**src/rtl/usb_tx_scheduler_pkg.sv**
```systemverilog
// Shared USB transmit definitions: scheduler state encodings, handshake and data PID type codes.
package usb_tx_scheduler_pkg;

   typedef enum logic [5:0] {
      ST_IDLE    = 6'b000001,
      ST_HSK     = 6'b000010,
      ST_HSK_END = 6'b000100,
      ST_START   = 6'b001000,
      ST_DATA    = 6'b010000,
      ST_DONE    = 6'b100000
   } state_e;

   localparam logic [1:0] HSK_ACK   = 2'b00;
   localparam logic [1:0] HSK_NAK   = 2'b10;
   localparam logic [1:0] HSK_STALL = 2'b11;

   localparam logic [1:0] TYPE_DATA0 = 2'b00;
   localparam logic [1:0] TYPE_DATA1 = 2'b10;

   function automatic logic [1:0] data_type(input logic tog);
      return tog ? TYPE_DATA1 : TYPE_DATA0;
   endfunction

endpackage

```
**src/rtl/usb_tx_scheduler.sv**
```systemverilog
// Arbitrates handshakes and two IN endpoints onto one packet encoder; grant one cycle after request, data
// passes combinationally from the granted endpoint, so encoder backpressure reaches it in the same cycle.
module usb_tx_scheduler
   import usb_tx_scheduler_pkg::*;
#(
   parameter bit EP1_PRIO = 1'b0
) (
   input  logic       clock,
   input  logic       reset_n,
   input  logic       hsk_req_i,
   input  logic [1:0] hsk_type_i,
   output logic       hsk_ack_o,
   input  logic       ep0_req_i,
   input  logic       ep0_tvalid_i,
   input  logic       ep0_tlast_i,
   input  logic [7:0] ep0_tdata_i,
   output logic       ep0_tready_o,
   output logic       ep0_done_o,
   input  logic       ep1_req_i,
   input  logic       ep1_tvalid_i,
   input  logic       ep1_tlast_i,
   input  logic [7:0] ep1_tdata_i,
   output logic       ep1_tready_o,
   output logic       ep1_done_o,
   input  logic [1:0] tog_clr_i,
   input  logic [1:0] tog_adv_i,
   output logic       enc_hsk_send_o,
   output logic [1:0] enc_hsk_type_o,
   input  logic       enc_hsk_done_i,
   output logic       enc_trn_start_o,
   output logic [1:0] enc_trn_type_o,
   output logic       enc_tvalid_o,
   output logic       enc_tlast_o,
   output logic [7:0] enc_tdata_o,
   input  logic       enc_tready_i,
   input  logic       phy_tvalid_i,
   input  logic       phy_tready_i,
   input  logic       phy_tlast_i,
   output logic       busy_o,
   output logic [1:0] grant_o
);

   state_e     state_q, state_d;
   logic [1:0] grant_q, grant_d;
   logic [1:0] tog_q, tog_d;
   logic [1:0] hsk_type_q, hsk_type_d;
   logic [1:0] trn_type_q, trn_type_d;
   logic       ep1_wins;
   logic       phy_last;

   assign ep1_wins = ep1_req_i & (EP1_PRIO | ~ep0_req_i);
   assign phy_last = phy_tvalid_i & phy_tready_i & phy_tlast_i;

   always_ff @(posedge clock or negedge reset_n) begin
      if (!reset_n) begin
         state_q    <= ST_IDLE;
         grant_q    <= 2'b00;
         tog_q      <= 2'b00;
         hsk_type_q <= HSK_ACK;
         trn_type_q <= TYPE_DATA0;
      end else begin
         state_q    <= state_d;
         grant_q    <= grant_d;
         tog_q      <= tog_d;
         hsk_type_q <= hsk_type_d;
         trn_type_q <= trn_type_d;
      end
   end

   // Clear has priority so a host reset of the sequence cannot be undone by a coincident ACK.
   always_comb begin
      tog_d = tog_q;
      for (int n = 0; n < 2; n++) begin
         if (tog_clr_i[n]) begin
            tog_d[n] = 1'b0;
         end else if (tog_adv_i[n]) begin
            tog_d[n] = ~tog_q[n];
         end
      end
   end

   always_comb begin
      state_d    = state_q;
      grant_d    = grant_q;
      hsk_type_d = hsk_type_q;
      trn_type_d = trn_type_q;
      unique case (state_q)
         ST_IDLE: begin
            if (hsk_req_i) begin
               state_d    = ST_HSK;
               hsk_type_d = hsk_type_i;
            end else if (ep0_req_i || ep1_req_i) begin
               state_d    = ST_START;
               grant_d    = ep1_wins ? 2'b10 : 2'b01;
               trn_type_d = data_type(ep1_wins ? tog_q[1] : tog_q[0]);
            end
         end
         ST_HSK: begin
            if (enc_hsk_done_i) begin
               state_d = ST_HSK_END;
            end
         end
         ST_HSK_END: begin
            if (!enc_hsk_done_i) begin
               state_d = ST_IDLE;
            end
         end
         ST_START: begin
            state_d = ST_DATA;
         end
         ST_DATA: begin
            if (phy_last) begin
               state_d = ST_DONE;
            end
         end
         ST_DONE: begin
            state_d = ST_IDLE;
            grant_d = 2'b00;
         end
         default: begin
            state_d = ST_IDLE;
            grant_d = 2'b00;
         end
      endcase
   end

   always_comb begin
      hsk_ack_o       = 1'b0;
      enc_hsk_send_o  = 1'b0;
      enc_trn_start_o = 1'b0;
      enc_tvalid_o    = 1'b0;
      enc_tlast_o     = 1'b0;
      enc_tdata_o     = 8'h00;
      ep0_tready_o    = 1'b0;
      ep1_tready_o    = 1'b0;
      ep0_done_o      = 1'b0;
      ep1_done_o      = 1'b0;
      unique case (state_q)
         ST_HSK: begin
            enc_hsk_send_o = 1'b1;
            hsk_ack_o      = enc_hsk_done_i;
         end
         ST_HSK_END: begin
            enc_hsk_send_o = 1'b1;
         end
         ST_START, ST_DATA: begin
            enc_trn_start_o = (state_q == ST_START);
            enc_tvalid_o    = grant_q[1] ? ep1_tvalid_i : ep0_tvalid_i;
            enc_tlast_o     = grant_q[1] ? ep1_tlast_i  : ep0_tlast_i;
            enc_tdata_o     = grant_q[1] ? ep1_tdata_i  : ep0_tdata_i;
            ep0_tready_o    = grant_q[0] & enc_tready_i;
            ep1_tready_o    = grant_q[1] & enc_tready_i;
         end
         ST_DONE: begin
            ep0_done_o = grant_q[0];
            ep1_done_o = grant_q[1];
         end
         default: begin
         end
      endcase
   end

   assign busy_o         = (state_q != ST_IDLE);
   assign grant_o        = grant_q;
   assign enc_hsk_type_o = hsk_type_q;
   assign enc_trn_type_o = trn_type_q;

endmodule

```
**config.mk**
```make
export PLATFORM = sky130hd
export DESIGN_NAME = usb_tx_scheduler
export DESIGN_NICKNAME = d
export VERILOG_FILES = /design/src/rtl/usb_tx_scheduler_pkg.sv /design/src/rtl/usb_tx_scheduler.sv
export SDC_FILE = /design/constraint.sdc
export NUM_CORES = 1
export LEC_CHECK = 0
export ABC_CLOCK_PERIOD_IN_PS = 2250
export CAP_MARGIN = 25
export CORE_MARGIN = 5
export CORE_UTILIZATION = 35
export CTS_CLUSTER_DIAMETER = 80
export DETAILED_ROUTE_END_ITERATION = 8
export HOLD_SLACK_MARGIN = 0.1
export MAX_ROUTING_LAYER = met4
export PLACE_DENSITY_LB_ADDON = 0.25
export SLEW_MARGIN = 20
export SYNTH_ARGS = -nofsm -noshare
export SYNTH_HDL_FRONTEND = slang
export SYNTH_SLANG_ARGS = --single-unit
```
**constraint.sdc**
```tcl
create_clock -name clock -period 2.25 [get_ports clock]
set_clock_uncertainty 0.2 [all_clocks]
set_input_delay 0.45 -clock clock [delete_from_list [all_inputs] [get_ports clock]]
set_output_delay 0.45 -clock clock [all_outputs]
set_load 0.02 [all_outputs]
```
==> Yosys cells after proc, flatten, opt, wreduce, memory -nomap -nowiden <==
Index checks and enable logic that the tools add are counted.
{ "classes": {"n_reduce_logical": 10, "mux": 29, "bitwise_logic": 10, "n_eq_ne": 13} }
{ "op_table": {"columns": ["cell", "count"], "rows": [
  ["$mux W6", 5],
  ["$pmux W6 S5", 1],
  ["$mux W1", 16],
  ["$mux W8", 2],
  ["$ne A2 B2 Y1 const B", 5],
  ["$mux W2", 4],
  ["$eq A6 B1 Y1 const B", 1],
  ["$eq A6 B2 Y1 const B", 1],
  ["$eq A6 B3 Y1 const B", 1],
  ["$eq A6 B4 Y1 const B", 1],
  ["$eq A6 B5 Y1 const B", 1],
  ["$eq A6 B6 Y1 const B", 1],
  ["$ne A6 B1 Y1 const B", 1],
  ["$reduce_and A3 Y1", 2],
  ["$and A1 B1 Y1", 5],
  ["$not A1 Y1", 5],
  ["$pmux W2 S2", 1],
  ["$reduce_and A4 Y1", 1],
  ["$reduce_bool A2 Y1", 2],
  ["$reduce_or A2 Y1", 2],
  ["$reduce_or A4 Y1", 1],
  ["$ne A3 B3 Y1 const B", 1],
  ["$reduce_and A2 Y1", 1],
  ["$logic_or A1 B1 Y1", 1]
]} }
{ "totals": {"register_bits": 14, "elab_cells": 68, "out_inout_bits": 24, "inputBits": 36} }

==> Logic depth before layout (Yosys ltp) <==
Gate-level depths: netlist of run 1.
{ "depth": {"ltp_word": 6, "mapped_depth": 5, "depth_no_buf": 5} }

==> Worst setup path before layout of run 1 <==
OpenSTA, ideal clock, no wires.
{ "synth_timing": {"kind": "register to output", "start": "register state_q[2]", "end": "output hsk_ack_o", "path_slack_ns": 0.047, "n_path_buf": 0, "arrival_time_ns": 1.553, "required_ns": 1.600, "stages_incl_launch_ff": 4, "cell_sequence": "dfrtp_1 > or4_4 > nor3b_1 > and2_1"} }
{ "synth_between": {"elab_chain_cells": 2} }
{ "synth_lines": {"columns": ["item", "line_no", "source"], "rows": [
  ["start: declaration", "usb_tx_scheduler.sv:43", "state_e state_q, state_d;"],
  ["start signal: assignment", "usb_tx_scheduler.sv:62", "state_q <= state_d;"],
  ["$eq A6 B2 Y1", "usb_tx_scheduler.sv:138", "unique case (state_q)"],
  ["$mux W1", "usb_tx_scheduler.sv:138", null],
  ["end: declaration", "usb_tx_scheduler.sv:12", "output logic hsk_ack_o,"]
]} }
Every way passes these cells.

==> Worst setup path after layout of run 1 <==
{ "layout_timing": {"start": "register state_q[4]", "end": "output busy_o"} }
{ "layout_between": {"elab_chain_cells": 1} }
{ "layout_lines": {"columns": ["item", "line_no", "source"], "rows": [
  ["$ne A6 B1 Y1", "usb_tx_scheduler.sv:163", "assign busy_o = (state_q != ST_IDLE);"],
  ["end: declaration", "usb_tx_scheduler.sv:39", "output logic busy_o,"]
]} }
Every way passes these cells.

==> impl_results.md, run 1 <==
- Most frequent cells in the layout: 40 x clkdlybuf4s50_1, 23 x buf_4, 18 x buf_6
- Most common cell after layout, fill and taps aside: clkdlybuf4s50_1
- Setup crit end kind: primary output
- Critical path arrival: 1.74 ns
- GR peak layer: met2
- CP startpoint kind: register
- CTS Buf Count: 3
- Mapped Cells: 96
- CTS Sinks: 13
- Slowest cell on crit path: or4_4
- Sequential area share after synthesis: 36.6%
- Mapped cell area: 893 sq um
- Worst Path Required: 1.60 ns
- Pwr Density: 1030 nW/um^2
- Grt met1 use: 19.7%
- DR vias/cell: 5.03
- Failing checks: negative setup slack
- Global routing usage on met2: 35.3%
- Met3 GRT Util: 2.55%
- Number of hold violations in the final report: 0
- Mean post-synth cell area: 9.31 sq um
- I/O pin total: 60
- Die span in y: 60.5 microns
- Layout Cells excl Fill: 212
- Worst min-delay path startpoint: enc_hsk_type_o[1]
- Status: finished with violations
- Max-cap viol count: 0
- Initial antenna violation count: 0
- Worst min-delay path category: reg -> reg
- Hold Buf Count CTS: 0
- Max Slew Vio Count: 0
- Iter 0 DRT Violations: 16
- Slew headroom: 62.0%
- Diodes inserted: 0
- Layout cells sized above 1: 44.5%
- Tcrit/Tclk final: 106%
- Core region area: 2450 sq um
- Measured slew at the worst slew-check pin: 0.569 ns
- Vias in the first global route: 1169
- Setup TNS: -0.735 ns
- Max frequency: 419 MHz
- Chip width: 60.5 microns
- I/O Buffers: 58
- Clock-pin slew on the worst setup and hold paths: 0.08 ns
- GPL Wtd Cong: 0.747
- Detailed Place HPWL: 2480 microns
- Hold Slack: 0.313 ns
- Clock Latency Late Sink: 0.28 ns
- Setup CP Type: reg -> out
- Total iterations of the first detailed-routing run: 4
- Final design utilization: 77.0%
- Area delta synth->final: 111%
- Htree depth: 1
- DRC violations left: 0
- Longest Clk Path Bufs: 2
- Via count: 1067
- Synth Net Count: 132
- Gr ovfl total: 0
- Setup ws final: -0.137 ns
- Core Rows: 18
- Initial cell density of the core: 36.4%
- RSZ-0062 raised after global routing: yes
- Crit-path max cell delay: 0.55 ns
- Die ar.: 3660 sq um
- # setup viols final: 15
- Minimum clock period: 2.39 ns
- CTS tree: built
- Static Leak: 0.837 nW
- YS warnings: 0
- R2R Path Start: state_q[4]
- CP cell instances: or4_4 -> buf_6 -> nor3b_4 -> inv_2 -> buf_6
- Placed cells: 197
- Routed Antenna Nets: 0
- Worst setup path start: state_q[4]
- DRT Wirelength: 3430 microns
- Global-route wire length before repair: 5020 microns
- WL per Instance: 16.2 microns
- Total power: 1.94 mW
- CTS root buf: clkbuf_4
- Synth unique cells: 37
- Total GRT Usage: 18.8%
- Max rail drop VDD: 0.983 mV
- Crit Path Max Fanout: 2
- Reg2reg setup slack: -0.04 ns
- Largest net degree at the start of global routing: 14
- Synth Register Bits: 13
- Cell mode on critical path: buf_6
- Final net count: 219
final timing paths:
| path | depth (start not counted) | endpoint |
|---|---|---|
| worst max-delay path | 5 | busy_o |
| max in group asynchronous | 1 | state_q[0] |
| worst min register to register | 1 | enc_hsk_type_o[1] |
| worst min-delay path | 1 | enc_hsk_type_o[1] |
| worst max register to register | 9 | grant_o[1] |
| min in group asynchronous | 1 | enc_hsk_type_o[1] |
cell usage after synthesis:
cell type | instances | area, sq um
buf_2 | 1 | 5.00
or2b_1 | 1 | 7.51
a22o_1 | 1 | 8.76
mux2_2 | 2 | 22.5
conb_1 | 1 | 3.75
buf_4 | 1 | 7.51
inv_1 | 3 | 11.3
xnor2_1 | 2 | 17.5
and3b_2 | 1 | 10.0
nor3b_1 | 3 | 22.5
a32oi_1 | 1 | 8.76
and4_1 | 2 | 17.5
nor2b_1 | 2 | 12.5
nor3_1 | 1 | 5.00
buf_1 | 1 | 3.75
or4_4 | 1 | 11.3
xor2_1 | 2 | 17.5
nor3b_4 | 1 | 18.8
clkbuf_1 | 2 | 7.51
and2_1 | 2 | 12.5
nor2_1 | 20 | 75.1
a22o_2 | 2 | 20.0
o211ai_1 | 1 | 7.51
nand3_1 | 5 | 25.0
and3_1 | 2 | 12.5
nand2b_1 | 1 | 6.26
o211ai_2 | 1 | 12.5
nand2_1 | 4 | 15.0
o21ai_0 | 1 | 5.00
and4b_2 | 1 | 11.3
nor4_1 | 1 | 6.26
o41ai_1 | 1 | 8.76
dfrtp_1 | 12 | 300
nor4b_4 | 1 | 23.8
nand4_1 | 1 | 6.26
dfstp_2 | 1 | 26.3
mux2i_1 | 10 | 100
cells by family after synthesis:
logic type      Yosys count  synth area share [%]
flops                    13                  36.6
mux                      12                  13.7
xor+xnor                  4                  3.92
buf+inv                   8                  3.92
other cells               1                 0.420
simple gates             50                  33.5
compound gates            8                  7.98
through the flow:
| step | worst slack [ns] | cell area (sq um) |
|---|---|---|
| floorplan | 0.0468 | 893 |
| global placement | -0.319 | 1640 |
| detailed placement | -0.369 | 1640 |
| CTS | -0.157 | 1790 |
| global route | -0.218 | 1890 |
| finish | -0.137 | 1890 |
critical path: cells and delay by family (launching register included):
kind	cells	cell delay, ns
buf+inv	3	0.34
flops	1	0.38
simple gates	2	0.74
routing by layer:
layer / wire length, microns / part of all wire (%)
met5: 0 / 0
met4: 34 / 0.99
met3: 162 / 4.7
met2: 2010 / 59
met1: 1220 / 36
where the power goes:
part,switching [mW],total (mW),internal [mW]
logic,0.650,1.42,0.768
clock network,0.0788,0.148,0.0687
registers,0.0611,0.379,0.318
layout make-up:
| type | count | area, sq um |
|---|---|---|
| Sequential cell | 13 | 327 |
| Multi-Input combinational cell | 75 | 652 |
| Clock buffer | 4 | 26.3 |
| Tap cell | 30 | 37.5 |
| Timing Repair Buffer | 87 | 836 |
| Inverter | 3 | 11.3 |
| Fill cell | 162 | 566 |
sequential cells by signal, summed over array words and instances, names as in the netlist:
name and count:
tog_q 2, state_q 6, grant_o 2, enc_hsk_type_o 2, enc_trn_type_o 1
repair_timing:
action | 4_1_cts | 5_1_grt
pin swaps | 4 | 16
setup endpoints to repair | 18 | 21
resized for setup | 108 | 28
buffers inserted | 6 | 5
Note: power is estimated with default switching activity, not from simulation.
==> run 2: changes to the inputs <==
--- a/config.mk
+++ b/config.mk
@@ -14,6 +14,7 @@
 export HOLD_SLACK_MARGIN = 0.1
 export MAX_ROUTING_LAYER = met4
 export PLACE_DENSITY_LB_ADDON = 0.25
+export REMOVE_ABC_BUFFERS = 1
 export SLEW_MARGIN = 20
 export SYNTH_ARGS = -nofsm -noshare
 export SYNTH_HDL_FRONTEND = slang
==> impl_results.md, run 2 (synthesis results as in run 1) <==
- Gr ovfl total: 0 (unchanged)
- Reg power frac: 21.4% (+1.9 points)
- Area delta synth->final: 87.7%
- Status: finished with violations
- Crit Path Max Fanout: 2 (unchanged)
- Reg2reg setup slack: 0.02 ns (+0.06 ns)
- Diodes inserted: 0 (unchanged)
- Worst Path Required: 1.60 ns (about the same)
- Clock-pin slew on the worst setup and hold paths: 0.08 ns (about the same)
- Fill count: 202 (+25%)
- Tcrit/Tclk final: 107% (+0.47 points)
- Core region area: 2450 sq um (unchanged)
- Minimum clock period: 2.40 ns (+0.0106 ns)
- Max-cap viol count: 0 (unchanged)
- Vias in the first global route: 1029 (-12%)
- Setup crit end kind: primary output
- Sw frac: 40.6% (about the same)
- Internal: 1.04 mW (-9.6%)
- Iter 0 DRT Violations: 14 (-2)
- DR vias/cell: 4.92 (-2.3%)
- Measured slew at the worst slew-check pin: 0.582 ns (+0.0126 ns)
- Die span in y: 60.5 microns (unchanged)
- Total iterations of the first detailed-routing run: 4 (unchanged)
- Setup CP Type: reg -> out
- Placed cells: 197 (unchanged)
- DRT Wirelength: 2940 microns (-14%)
- Most flops, register: state_q
- Max rail drop VDD: 0.984 mV (about the same)
- CTS Buf Count: 3 (unchanged)
- Max reg flops: 6 (unchanged)
- Pwr Density: 1050 nW/um^2 (+1.8%)
- Initial cell density of the core: 36.4% (unchanged)
- Global-route wire length before repair: 4510 microns (-10%)
- Critical path arrival: 1.75 ns (about the same)
- Slew headroom: 61.1% (-0.84 points)
- CTS root buf: clkbuf_4
- Htree depth: 1 (unchanged)
- Most frequent cells in the layout: 40 x clkdlybuf4s50_1, 28 x buf_4, 18 x nor2_1
- Largest net degree at the start of global routing: 14 (unchanged)
- Hold Slack: 0.330 ns (+0.0176 ns)
- Die ar.: 3660 sq um (unchanged)
- Reg area: 327 sq um (unchanged)
- CTS Sinks: 13 (unchanged)
- Longest Clk Path Bufs: 2 (unchanged)
- Number of hold violations in the final report: 0 (unchanged)
- Chip width: 60.5 microns (unchanged)
- I/O Buffers: 58 (unchanged)
- CTS tree: built
- Clock Latency Late Sink: 0.28 ns (about the same)
- Hold Buf Count CTS: 0 (unchanged)
- Core Rows: 18 (unchanged)
- Max frequency: 417 MHz (-0.44%)
- NetSw: 0.713 mW (-9.7%)
- Via count: 1008 (-5.5%)
- Initial antenna violation count: 0 (unchanged)
- Setup ws final: -0.148 ns (-0.0106 ns)
- Static Leak: 0.786 nW (-6.0%)
- RSZ-0062 raised after global routing: yes
- WL per Instance: 14.3 microns (-12%)
- Comb power frac: 70.4% (-2.5 points)
- Detailed Place HPWL: 2390 microns (-3.5%)
- Failing checks: negative setup slack
- Final net count: 212 (-3.2%)
- Routed Antenna Nets: 0 (unchanged)
- # setup viols final: 2 (-13)
- GPL Wtd Cong: 0.776 (+3.9%)
- Layout Cells excl Fill: 205 (-3.3%)
- I/O pin total: 60 (unchanged)
- Max Slew Vio Count: 0 (unchanged)
- Most common cell after layout, fill and taps aside: clkdlybuf4s50_1
- Clk pwr share: 8.2% (+0.6 points)
- Total GRT Usage: 16.6% (-2.3 points)
- Multi-input gate area: 586 sq um (-10%)
- Worst min-delay path category: reg -> reg
- DRC violations left: 0 (unchanged)
- Layout cells sized above 1: 35.4% (-9.1 points)
- CP startpoint kind: register
## run 2: cell count changes in the layout (fill, tap and decap cells not counted), moves of 2 or more
cell	delta
buf_12	-2
buf_2	+4
buf_4	+5
buf_6	-15
nand2_2	-2
nor2_1	+10
nor2_4	-10
## run 2: per-stage QoR
stage	area [sq um]	setup slack, ns	TNS, ns	utilization [%]	total power, mW
2_1_floorplan	870	0.0468	0	-	0.928
3_3_place_gp	1620	-0.317	-4.02	66.1	1.45
3_5_place_dp	1620	-0.376	-4.18	66.1	1.48
4_1_cts	1660	-0.164	-0.595	67.5	1.67
5_1_grt	1680	-0.216	-0.519	68.3	1.88
6_report	1680	-0.148	-0.266	68.3	1.76
## run 2: worst paths after layout
kind	startpoint	end	cells past startpoint
min	enc_hsk_type_o[1]	enc_hsk_type_o[1]	1
min in group asynchronous	reset_n	enc_hsk_type_o[0]	1
max in group asynchronous	reset_n	enc_trn_type_o[1]	1
max reg2reg	state_q[2]	state_q[5]	7
min reg2reg	enc_hsk_type_o[1]	enc_hsk_type_o[1]	1
max	state_q[2]	busy_o	5
## run 2: area by class of cell
| cell class | count | area share, % |
|---|---|---|
| timing repair buffer | 80 | 41.1 |
| multi-input combinational | 75 | 34.9 |
| sequential | 13 | 19.5 |
| tap | 30 | 2.24 |
| clock buffer | 4 | 1.57 |
| inverter | 3 | 0.672 |
## run 2: critical path, cell delays in order (launching register included)
cell     delay, ns
dfrtp_1       0.38
or4_4         0.56
buf_6         0.15
nor3b_4       0.19
inv_2         0.06
buf_6         0.13
## run 2: timing repair
action | 4_1_cts | 5_1_grt
pin swaps | 3 | 6
buffers inserted | 2 | 2
setup endpoints to repair | 18 | 18
cloned | 0 | 0
resized for setup | 75 | 16
## run 2: power groups by stage
stage / registers (mW) / logic, mW / clock network (mW)
final: 0.376 / 1.24 / 0.144
after global routing: 0.388 / 1.33 / 0.158
after CTS: 0.376 / 1.15 / 0.146
after detailed placement: 0.370 / 1.11 / 0
after global placement: 0.366 / 1.09 / 0
after floorplan: 0.462 / 0.466 / 0
## run 2: per-layer routing
metal	share of wire, %	routed length [microns]	track usage [%]
met1	40	1160	20.2
met2	54	1570	28.5
met3	6.1	179	2.77
met4	0.78	23	4.02
met5	0	0	-
